===== src/rtl/decodificador_pwm_pkg.sv =====
// Shared PWM definitions: FSM encodings, default timing
// constants and the width classifier.
package decodificador_pwm_pkg;

  typedef enum logic [1:0] {
    AGUARDA = 2'b00,
    ALTO    = 2'b01,
    BAIXO   = 2'b10,
    TIMEOUT = 2'b11
  } estado_t;

  typedef enum logic [1:0] {
    PUB_NADA    = 2'b00,
    PUB_PERIODO = 2'b01,
    PUB_BAIXO   = 2'b10,
    PUB_ALTO    = 2'b11
  } pub_t;

  localparam int unsigned DEF_CONF_PERIODO = 1250;
  localparam int unsigned DEF_LARGURA_00   = 0;
  localparam int unsigned DEF_LARGURA_01   = 250;
  localparam int unsigned DEF_LARGURA_10   = 500;
  localparam int unsigned DEF_LARGURA_11   = 750;
  localparam int unsigned DEF_TOLERANCIA   = 25;
  localparam int unsigned DEF_TIMEOUT      = 2500;

  localparam logic [31:0] CNT_MAX = 32'hFFFF_FFFF;

  // Width to code: nearest nominal width, split at
  // the midpoints between neighbouring nominals.
  function automatic logic [1:0] classifica(
    input logic [31:0] w,
    input logic [31:0] l00,
    input logic [31:0] l01,
    input logic [31:0] l10,
    input logic [31:0] l11
  );
    logic [31:0] t0;
    logic [31:0] t1;
    logic [31:0] t2;
    logic [1:0]  c;
    t0 = (l00 + l01) / 32'd2;
    t1 = (l01 + l10) / 32'd2;
    t2 = (l10 + l11) / 32'd2;
    unique case (1'b1)
      (w < t0):             c = 2'b00;
      (w >= t0 && w < t1): c = 2'b01;
      (w >= t1 && w < t2): c = 2'b10;
      default:              c = 2'b11;
    endcase
    return c;
  endfunction

  // True when |p - conf| exceeds tol.
  function automatic logic fora_tol(
    input logic [31:0] p,
    input logic [31:0] conf,
    input logic [31:0] tol
  );
    logic [31:0] d;
    d = (p >= conf) ? (p - conf) : (conf - p);
    return (d > tol);
  endfunction

endpackage


===== src/rtl/decodificador_pwm_sincronizador_borda.sv =====
// Two-flop synchronizer for pwm_in with registered
// rise/fall pulses and a level aligned to them.
module sincronizador_borda (
  input  logic clock,
  input  logic reset,
  input  logic pwm_in,
  output logic subida,
  output logic descida,
  output logic nivel
);

  logic s1;
  logic s;
  logic s_prev;

  // Sync chain left unreset: a steady line gives no
  // spurious edge when reset is released.
  always_ff @(posedge clock) begin
    s1     <= pwm_in;
    s      <= s1;
    s_prev <= s;
  end

  // Edge pulses, same delay for both edges.
  always_ff @(posedge clock) begin
    if (!reset) begin
      subida  <= 1'b0;
      descida <= 1'b0;
      nivel   <= 1'b0;
    end else begin
      subida  <= s & ~s_prev;
      descida <= ~s & s_prev;
      nivel   <= s;
    end
  end

endmodule


===== src/rtl/decodificador_pwm.sv =====
// PWM receiver: measures high time and period and
// decodes the width back to a 2-bit code.
module decodificador_pwm
  import decodificador_pwm_pkg::*;
#(
  parameter int unsigned CONF_PERIODO = DEF_CONF_PERIODO,
  parameter int unsigned LARGURA_00   = DEF_LARGURA_00,
  parameter int unsigned LARGURA_01   = DEF_LARGURA_01,
  parameter int unsigned LARGURA_10   = DEF_LARGURA_10,
  parameter int unsigned LARGURA_11   = DEF_LARGURA_11,
  parameter int unsigned TOLERANCIA   = DEF_TOLERANCIA,
  parameter int unsigned TIMEOUT_CIC  = DEF_TIMEOUT
) (
  input  logic        clock,
  input  logic        reset,
  input  logic        pwm_in,
  output logic [1:0]  largura,
  output logic [31:0] largura_medida,
  output logic [31:0] periodo_medido,
  output logic        pronto,
  output logic        valido,
  output logic        erro_periodo,
  output logic [1:0]  db_estado
);

  localparam logic [31:0] CONF_C = 32'(CONF_PERIODO);
  localparam logic [31:0] L00_C  = 32'(LARGURA_00);
  localparam logic [31:0] L01_C  = 32'(LARGURA_01);
  localparam logic [31:0] L10_C  = 32'(LARGURA_10);
  localparam logic [31:0] L11_C  = 32'(LARGURA_11);
  localparam logic [31:0] TOL_C  = 32'(TOLERANCIA);
  localparam logic [31:0] TO_C   = 32'(TIMEOUT_CIC);

  logic        subida;
  logic        descida;
  logic        nivel;
  estado_t     estado;
  estado_t     estado_nx;
  pub_t        pend;
  pub_t        pend_nx;
  pub_t        pub_to;
  logic        cap_w;
  logic        to_hit;
  logic        fora;
  logic [31:0] cnt;
  logic [31:0] w_reg;
  logic [31:0] p_reg;

  sincronizador_borda u_sinc (
    .clock   (clock),
    .reset   (reset),
    .pwm_in  (pwm_in),
    .subida  (subida),
    .descida (descida),
    .nivel   (nivel)
  );

  assign to_hit    = (cnt >= TO_C);
  assign pub_to    = nivel ? PUB_ALTO : PUB_BAIXO;
  assign fora      = fora_tol(p_reg, CONF_C, TOL_C);
  assign db_estado = estado;

  // State register.
  always_ff @(posedge clock) begin
    if (!reset) estado <= AGUARDA;
    else        estado <= estado_nx;
  end

  // Next state; a rise always wins over timeout.
  always_comb begin
    estado_nx = estado;
    pend_nx   = PUB_NADA;
    cap_w     = 1'b0;
    unique case (estado)
      AGUARDA: begin
        if (subida) begin
          estado_nx = ALTO;
        end else if (to_hit) begin
          estado_nx = TIMEOUT;
          pend_nx   = pub_to;
        end
      end
      ALTO: begin
        if (subida) begin
          estado_nx = ALTO;
        end else if (descida) begin
          estado_nx = BAIXO;
          cap_w     = 1'b1;
        end else if (to_hit) begin
          estado_nx = TIMEOUT;
          pend_nx   = pub_to;
        end
      end
      BAIXO: begin
        if (subida) begin
          estado_nx = ALTO;
          pend_nx   = PUB_PERIODO;
        end else if (to_hit) begin
          estado_nx = TIMEOUT;
          pend_nx   = pub_to;
        end
      end
      TIMEOUT: begin
        if (subida) estado_nx = ALTO;
      end
      default: estado_nx = AGUARDA;
    endcase
  end

  // Cycle counter: restarts at 1 on a rise, saturates.
  always_ff @(posedge clock) begin
    if (!reset)              cnt <= 32'd0;
    else if (subida)         cnt <= 32'd1;
    else if (cnt != CNT_MAX) cnt <= cnt + 32'd1;
  end

  // Capture and publish one cycle after the event.
  always_ff @(posedge clock) begin
    if (!reset) begin
      w_reg          <= 32'd0;
      p_reg          <= 32'd0;
      pend           <= PUB_NADA;
      largura        <= 2'b00;
      largura_medida <= 32'd0;
      periodo_medido <= 32'd0;
      pronto         <= 1'b0;
      valido         <= 1'b0;
      erro_periodo   <= 1'b0;
    end else begin
      pronto <= 1'b0;
      pend   <= pend_nx;
      if (cap_w) w_reg <= cnt;
      if (pend_nx != PUB_NADA) p_reg <= cnt;
      unique case (pend)
        PUB_PERIODO: begin
          largura <= classifica(w_reg, L00_C,
                                L01_C, L10_C, L11_C);
          largura_medida <= w_reg;
          periodo_medido <= p_reg;
          erro_periodo   <= fora;
          valido         <= ~fora;
          pronto         <= 1'b1;
        end
        PUB_BAIXO: begin
          largura        <= 2'b00;
          largura_medida <= 32'd0;
          periodo_medido <= 32'd0;
          erro_periodo   <= 1'b0;
          valido         <= 1'b1;
          pronto         <= 1'b1;
        end
        PUB_ALTO: begin
          largura        <= 2'b11;
          largura_medida <= p_reg;
          erro_periodo   <= 1'b1;
          valido         <= 1'b0;
          pronto         <= 1'b1;
        end
        default: ;
      endcase
    end
  end

endmodule

===== config.mk =====
export PLATFORM = sky130hd
export DESIGN_NAME = decodificador_pwm
export DESIGN_NICKNAME = d
export VERILOG_FILES = /design/src/rtl/decodificador_pwm_pkg.sv /design/src/rtl/decodificador_pwm_sincronizador_borda.sv /design/src/rtl/decodificador_pwm.sv
export SDC_FILE = /design/constraint.sdc
export NUM_CORES = 1
export LEC_CHECK = 0
export CORE_UTILIZATION = 35
export DETAILED_ROUTE_END_ITERATION = 8
export PLACE_DENSITY = 0.53
export SYNTH_ARGS = -nofsm -noshare
export SYNTH_HDL_FRONTEND = slang
export SYNTH_SLANG_ARGS = --single-unit

===== constraint.sdc =====
create_clock -name clock -period 3.3 [get_ports clock]
set_clock_uncertainty 0.1 [all_clocks]
set_input_delay 0.66 -clock clock [delete_from_list [all_inputs] [get_ports clock]]
set_output_delay 0.66 -clock clock [all_outputs]
set_load 0.05 [all_outputs]

# == Word-level counts from Yosys, hierarchy flattened ==
# Cells that the tools add are included.
# classes
n_eq_ne,8
shifts,0
div_mod_pow,0
multipliers,0
n_reduce_logical,10
n_bitwise,6
n_addsub,3
n_mux,26
order_cmp,8
# op_table
operator,count
one-hot mux 32 bit (3 select lines),1
one-hot mux 32 bit (2 select lines),1
adder 32 x 1 -> 32 bit (second input constant),1
greater-or-equal comparator 32 x 11 -> 1 bit (second input constant),1
greater-or-equal comparator 32 x 12 -> 1 bit (second input constant),1
greater-or-equal comparator 32 x 7 -> 1 bit (second input constant),1
greater-or-equal comparator 32 x 9 -> 1 bit (second input constant),1
greater-than comparator 32 x 5 -> 1 bit (second input constant),1
less-than comparator 32 x 10 -> 1 bit (second input constant),1
less-than comparator 32 x 7 -> 1 bit (second input constant),1
less-than comparator 32 x 9 -> 1 bit (second input constant),1
2-to-1 mux 32 bit,1
inequality test 32 bit (second input constant),1
subtractor 11 x 32 -> 32 bit (first input constant),1
subtractor 32 x 11 -> 32 bit (second input constant),1
one-hot mux 2 bit (3 select lines),4
2-to-1 mux 2 bit,10
== test 2 bit (second input constant),4
2-to-1 mux 1 bit,7
one-hot mux 1 bit (3 select lines),2
nonzero test 2 bit,3
== test 2 x 1 -> 1 bit (second input constant),2
inverter 1 bit,4
OR reduction 2 bit,2
6 further kinds,8
# totals
ramBits,0
latch_bits,0
memories,0
elab_cells,79
output_inout_bits,71
mem_bits_ro,0
in_bits,3
register_bits,175

# == Depth between registers and ports, before layout ==
# depth
depth_word,6
depth_mapped,12
depth_no_buf,11

# == Hierarchy ==
# Synthesis repeated with hierarchy kept, for this count alone.
# unflattened
cells_unflattened,1093
hier_area_um2,8655.8
# modules_own_cells
mod,cells_per_inst,area_per_inst_um2,instances,seq_area_each_um2
decodificador_pwm,1084,8510.7,1,3383.2
sincronizador_borda,9,145.1,1,120.1

# == Worst setup path before layout ==
# Ideal clock, no wire load.
# synth_timing
path_type,register to register
from,register p_reg[12]
to,register erro_periodo
path_buffers,2
period_less_slack_ps,3315
setup_slack_ps,-15
arrival_time_ps,3097
setup_time_ps,118
t_required_ps,3082
stages_incl_launch_ff,12
cell_sequence,dfxtp_1 > buf_6 > or4_4 > or4_4 > or3_4 > buf_6 > nor2_4 > nor3_1 > a2111o_1 > nor4_1 > a41o_1 > a21boi_2
# synth_via
elab_chain_len,4
word_cells_on_any_way,6
cone_classes,add/sub: 2; order compare: 2; mux: 2
# synth_rtl
item,line,text
start: declaration,decodificador_pwm.sv:47,logic [31:0] p_reg;
start signal: assignment,decodificador_pwm.sv:133,if (pend_nx != PUB_NADA) p_reg <= cnt;
subtractor 11 x 32 -> 32 bit (tied with other cells),decodificador_pwm_pkg.sv:61,d = (p >= conf) ? (p - conf) : (conf - p);
2-to-1 mux 32 bit (*),decodificador_pwm_pkg.sv:61,
greater-than comparator 32 x 5 -> 1 bit (*),decodificador_pwm_pkg.sv:62,return (d > tol);
one-hot mux 1 bit (3 select lines) (*),decodificador_pwm.sv:134,unique case (pend)
end signal: assignment,decodificador_pwm.sv:140,erro_periodo <= fora;
end: declaration,decodificador_pwm.sv:22,"output logic erro_periodo,"
# Mark *: on every way between the ends. The rest lies on a longest branch, timed or not.
# A chain may end at the register's enable or synchronous reset.

# == Worst setup path after layout ==
# layout_timing
from,register p_reg[13]
to,register erro_periodo
# The elaborated chain is that of the path after synthesis.

==> results.txt <==
----------------------------------------------------
[Clocking]
  H-tree levels ... 4
  Clock tree from TritonCTS ... yes
  Maximum clock insertion buffer count ... 2
  Hold buffers post-CTS ... 0
  Clock input transition at the sequential cells of the worst setup and hold paths ... 0.07 ns
  Clk sink count ... 175
  Total CTS buffers ... 17
  Clock insertion delay at the later pin of the skew report ... about 0.44 ns
  Root cell of the clock tree ... sky130_fd_sc_hd__clkbuf_16

[Floorplanning]
  Number of rows in the core area ... 57
  Die height ... 160 um
  Width of the chip ... 160 um
  Core area ... 24400 sq um
  Initial core utilization ... 0.358
  Overall die area ... 25600 sq um
  Boundary Pins ... 74

[Yosys]
  Cell types with the largest area share after synthesis ... sky130_fd_sc_hd__dfxtp_1 (40%), sky130_fd_sc_hd__nand2_1 (6.8%), sky130_fd_sc_hd__o211a_1 (3.7%), sky130_fd_sc_hd__inv_1 (3.5%), sky130_fd_sc_hd__mux2i_1 (3.4%)
  Cell taking the most area after synthesis ... sky130_fd_sc_hd__dfxtp_1
  Seq/Total Area, Yosys ... 0.401
  Post-synthesis net count ... between 1000 and 1500
  Share of the synthesized area in the top cell type ... 0.401
  Yosys Warn Count ... 0
  Number of enable flip-flop cells after synthesis ... 0
  Distinct cells, synth ... 69
  Average instance area after synthesis ... 8.21 sq um
  Most used flip-flop cell after synthesis ... sky130_fd_sc_hd__dfxtp_1
  Register bit total from synthesis ... 175
  Cells after synthesis ... 1065
  Share of flip-flops with an asynchronous set or reset ... 0
  Synthesized cell area ... roughly 8700 sq um

[Drt]
  Routed wire per std cell ... 18.5 um
  Detailed-route DRC error count ... 0
  Drt first-iter violations ... 519
  Total iterations of the first detailed-routing run ... 5
  Total detailed-routing wirelength ... 27500 um
  Detail-routed via count per cell ... 5.25
  Vias after detailed routing ... 7786
  DRT antenna net count ... 0

[Placement]
  Placed inst area ... ~10000 sq um
  Detailed-placement wirelength estimate ... 19600 um
  RePlAce Congestion ... 0.949
  Post-placement cell count ... 1448
  Total of buffers placed on input and output ports ... 73

[Pwr]
  Net switching component of the power ... 1.04 mW
  IR Drop Worst-Case VDD ... 0.319 mV
  Portion of total power attributed to combinational logic ... 0.017
  Proportion of power drawn by flip-flops and latches ... 0.496
  Cell internal pwr ... 3.25 mW
  Relative contribution of the clock network to total power ... 0.487
  Proportion of total power due to net switching ... 0.242
  Leakage Power ... between 4 and 5 nW
  Areal power density over the cells ... 396 nW/um^2

[GRT]
  GRT Resource Usage Total ... 0.220
  Total congestion overflow after global routing ... 0
  Largest net degree at the start of global routing ... 90
  Initial antenna violation count ... 0
  Vias in the first global route ... 7342
  First-pass GRT wire length ... 43700 um

[Critical path]
  CP Launch Point ... p_reg[13]
  Crit path arrival time ... around 3.6 ns
  Critical R2R Launch ... p_reg[13]
  Endpoint of the lowest-slack register-to-register path ... erro_periodo
  Highest net fanout along the worst path ... 5
  Type of the setup path with the least slack ... reg -> reg
  Sort of element at the end of the critical path ... flop
  CP max stage cell ... sky130_fd_sc_hd__or4_4
  Worst setup path endpoint ... erro_periodo
  Crit-path cells ... or4_4 -> or4_4 -> or3_4 -> buf_4 -> nor2_4 -> mux2_2 -> a221oi_4 -> nor4_2 -> a41o_1 -> a21boi_2
  Internal reg-to-reg setup slack ... -0.005 ns
  Required time of the worst setup path ... 3.58 ns
  Cell repeated most along the worst path ... sky130_fd_sc_hd__or4_4
  Delay contributed by the slowest stage of the critical path ... 0.53 ns
  FF-to-FF path depth ... 10
  Setup crit start kind ... flop

[Finish]
  Layout cells sized above 1 ... 0.118
  Leading cell type in the layout, fill and taps excluded ... sky130_fd_sc_hd__dfxtp_1
  Final layout net count ... ~1200
  Non-filler cells, final ... 1483
  Number of diodes added for antenna fixing ... 0
  Layout-stage area growth over the synthesis result ... 23.9%
  Commonest non-fill, non-tap cells in the layout ... sky130_fd_sc_hd__dfxtp_1 (173), sky130_fd_sc_hd__nand2_1 (159), sky130_fd_sc_hd__inv_1 (80)
  Final non-filler cell area ... 10800 sq um

[STA]
  Final min period ... 3.31 ns
  Transition at the pin with the smallest max-transition slack ... 0.971 ns
  Number of hold violations in the final report ... 0
  Setup slack of the critical path after layout ... -0.00511 ns
  Final number of max-transition violations ... 0
  Normalized max-slew margin ... 0.344
  Final period util ... 1.00
  Setup repair after global routing missed its margin ... yes
  Maximum clock rate ... about 0.30 GHz
  Number of setup violations in the final report ... 1

[Worst hold path]
  Hold Crit Class ... reg -> reg

[Status]
  Violated checks ... setup timing
  Run status ... finished with violations

[Job]
  Count of maximum capacitance violations ... 0

----------------------------------------------------
==> cell usage after synthesis (all sizes together), types with 31 or more instances <==
cell / number
nor2b: 35
dfxtp: 175
nor2: 47
and2: 39
a21oi: 32
nand2: 160
clkbuf: 72
o22ai: 32
a21boi: 37
inv: 81
o311ai: 34
o211a: 32
o21ai: 31
==> critical path, delay by kind of cell (launching register included) <==
kind	cells	cell delay [ns]
AND/OR/NAND/NOR	5	1.69
AO/OA/AOI/OAI	3	0.61
multiplexers	1	0.38
flip-flops	1	0.31
buffers and inverters	1	0.16
==> layer usage <==
metal | share of wire | up-vias | GRT usage
met3 | 0.048 | 23 | 0.0322
li1 | - | 3887 | -
met4 | 0.014 | 0 | 0.0558
met1 | 0.46 | 3695 | 0.297
met2 | 0.48 | 181 | 0.365
met5 | 0 | - | 0
==> layout make-up <==
class,count,area (sq um)
clock buffers,18,439
clock inverters,14,168
fillers,2481,13600
inverters,81,304
multi-input cells,728,4700
flip-flops and latches,175,3510
well taps,324,405
repair buffers,143,1310
==> stage by stage <==
stage                     total power [mW]  hold WS (ns)   util  setup slack [ns]   TNS, ns
after floorplan                       2.23         0.210      -            0.0119         0
after global placement                2.25         0.237  0.416           -0.0222   -0.0222
after detailed placement              2.25         0.227  0.416           -0.0914    -0.131
after CTS                             4.33         0.250  0.442            0.0137         0
after global routing                  4.43         0.259  0.444           -0.0832    -0.134
final                                 4.29         0.242  0.444          -0.00511  -0.00511
==> power groups by stage <==
stage | Clock [mW] | Sequential (mW) | Combinational [mW]
2_1_floorplan | 0 | 2.18 | 0.0487
3_3_place_gp | 0 | 2.18 | 0.0747
3_5_place_dp | 0 | 2.18 | 0.0745
4_1_cts | 2.13 | 2.13 | 0.0746
5_1_grt | 2.22 | 2.13 | 0.0811
6_report | 2.09 | 2.13 | 0.0741
==> worst min path at each step <==
stage              start  depth (start not counted)  endpoint  slack [ns]
3_5_place_dp   u_sinc.s1                          0  u_sinc.s        0.23
5_1_grt        u_sinc.s1                          0  u_sinc.s        0.26
3_3_place_gp   u_sinc.s1                          0  u_sinc.s        0.24
4_1_cts        u_sinc.s1                          0  u_sinc.s        0.25
6_report       u_sinc.s1                          0  u_sinc.s        0.24
2_1_floorplan  u_sinc.s1                          0  u_sinc.s        0.21
==> logic make-up (layout without fill, tap and decap cells) <==
logic type	after synthesis	count (layout)	share of synthesized area
fa+ha+maj	10	10	0.0143
mux	31	31	0.0356
xor+xnor	28	28	0.0281
compound gates	245	245	0.207
flops	175	175	0.401
simple gates	414	414	0.242
buf+inv	162	256	0.0718
==> what timing repair did <==
item	CTS	global route
setup buffers	1	2
resized for setup	4	13
cloned	0	0
hold endpoints to repair	0	0
pin swaps	6	7
setup endpoints to repair	2	2
No activity file was read; power rests on OpenSTA's default activity.
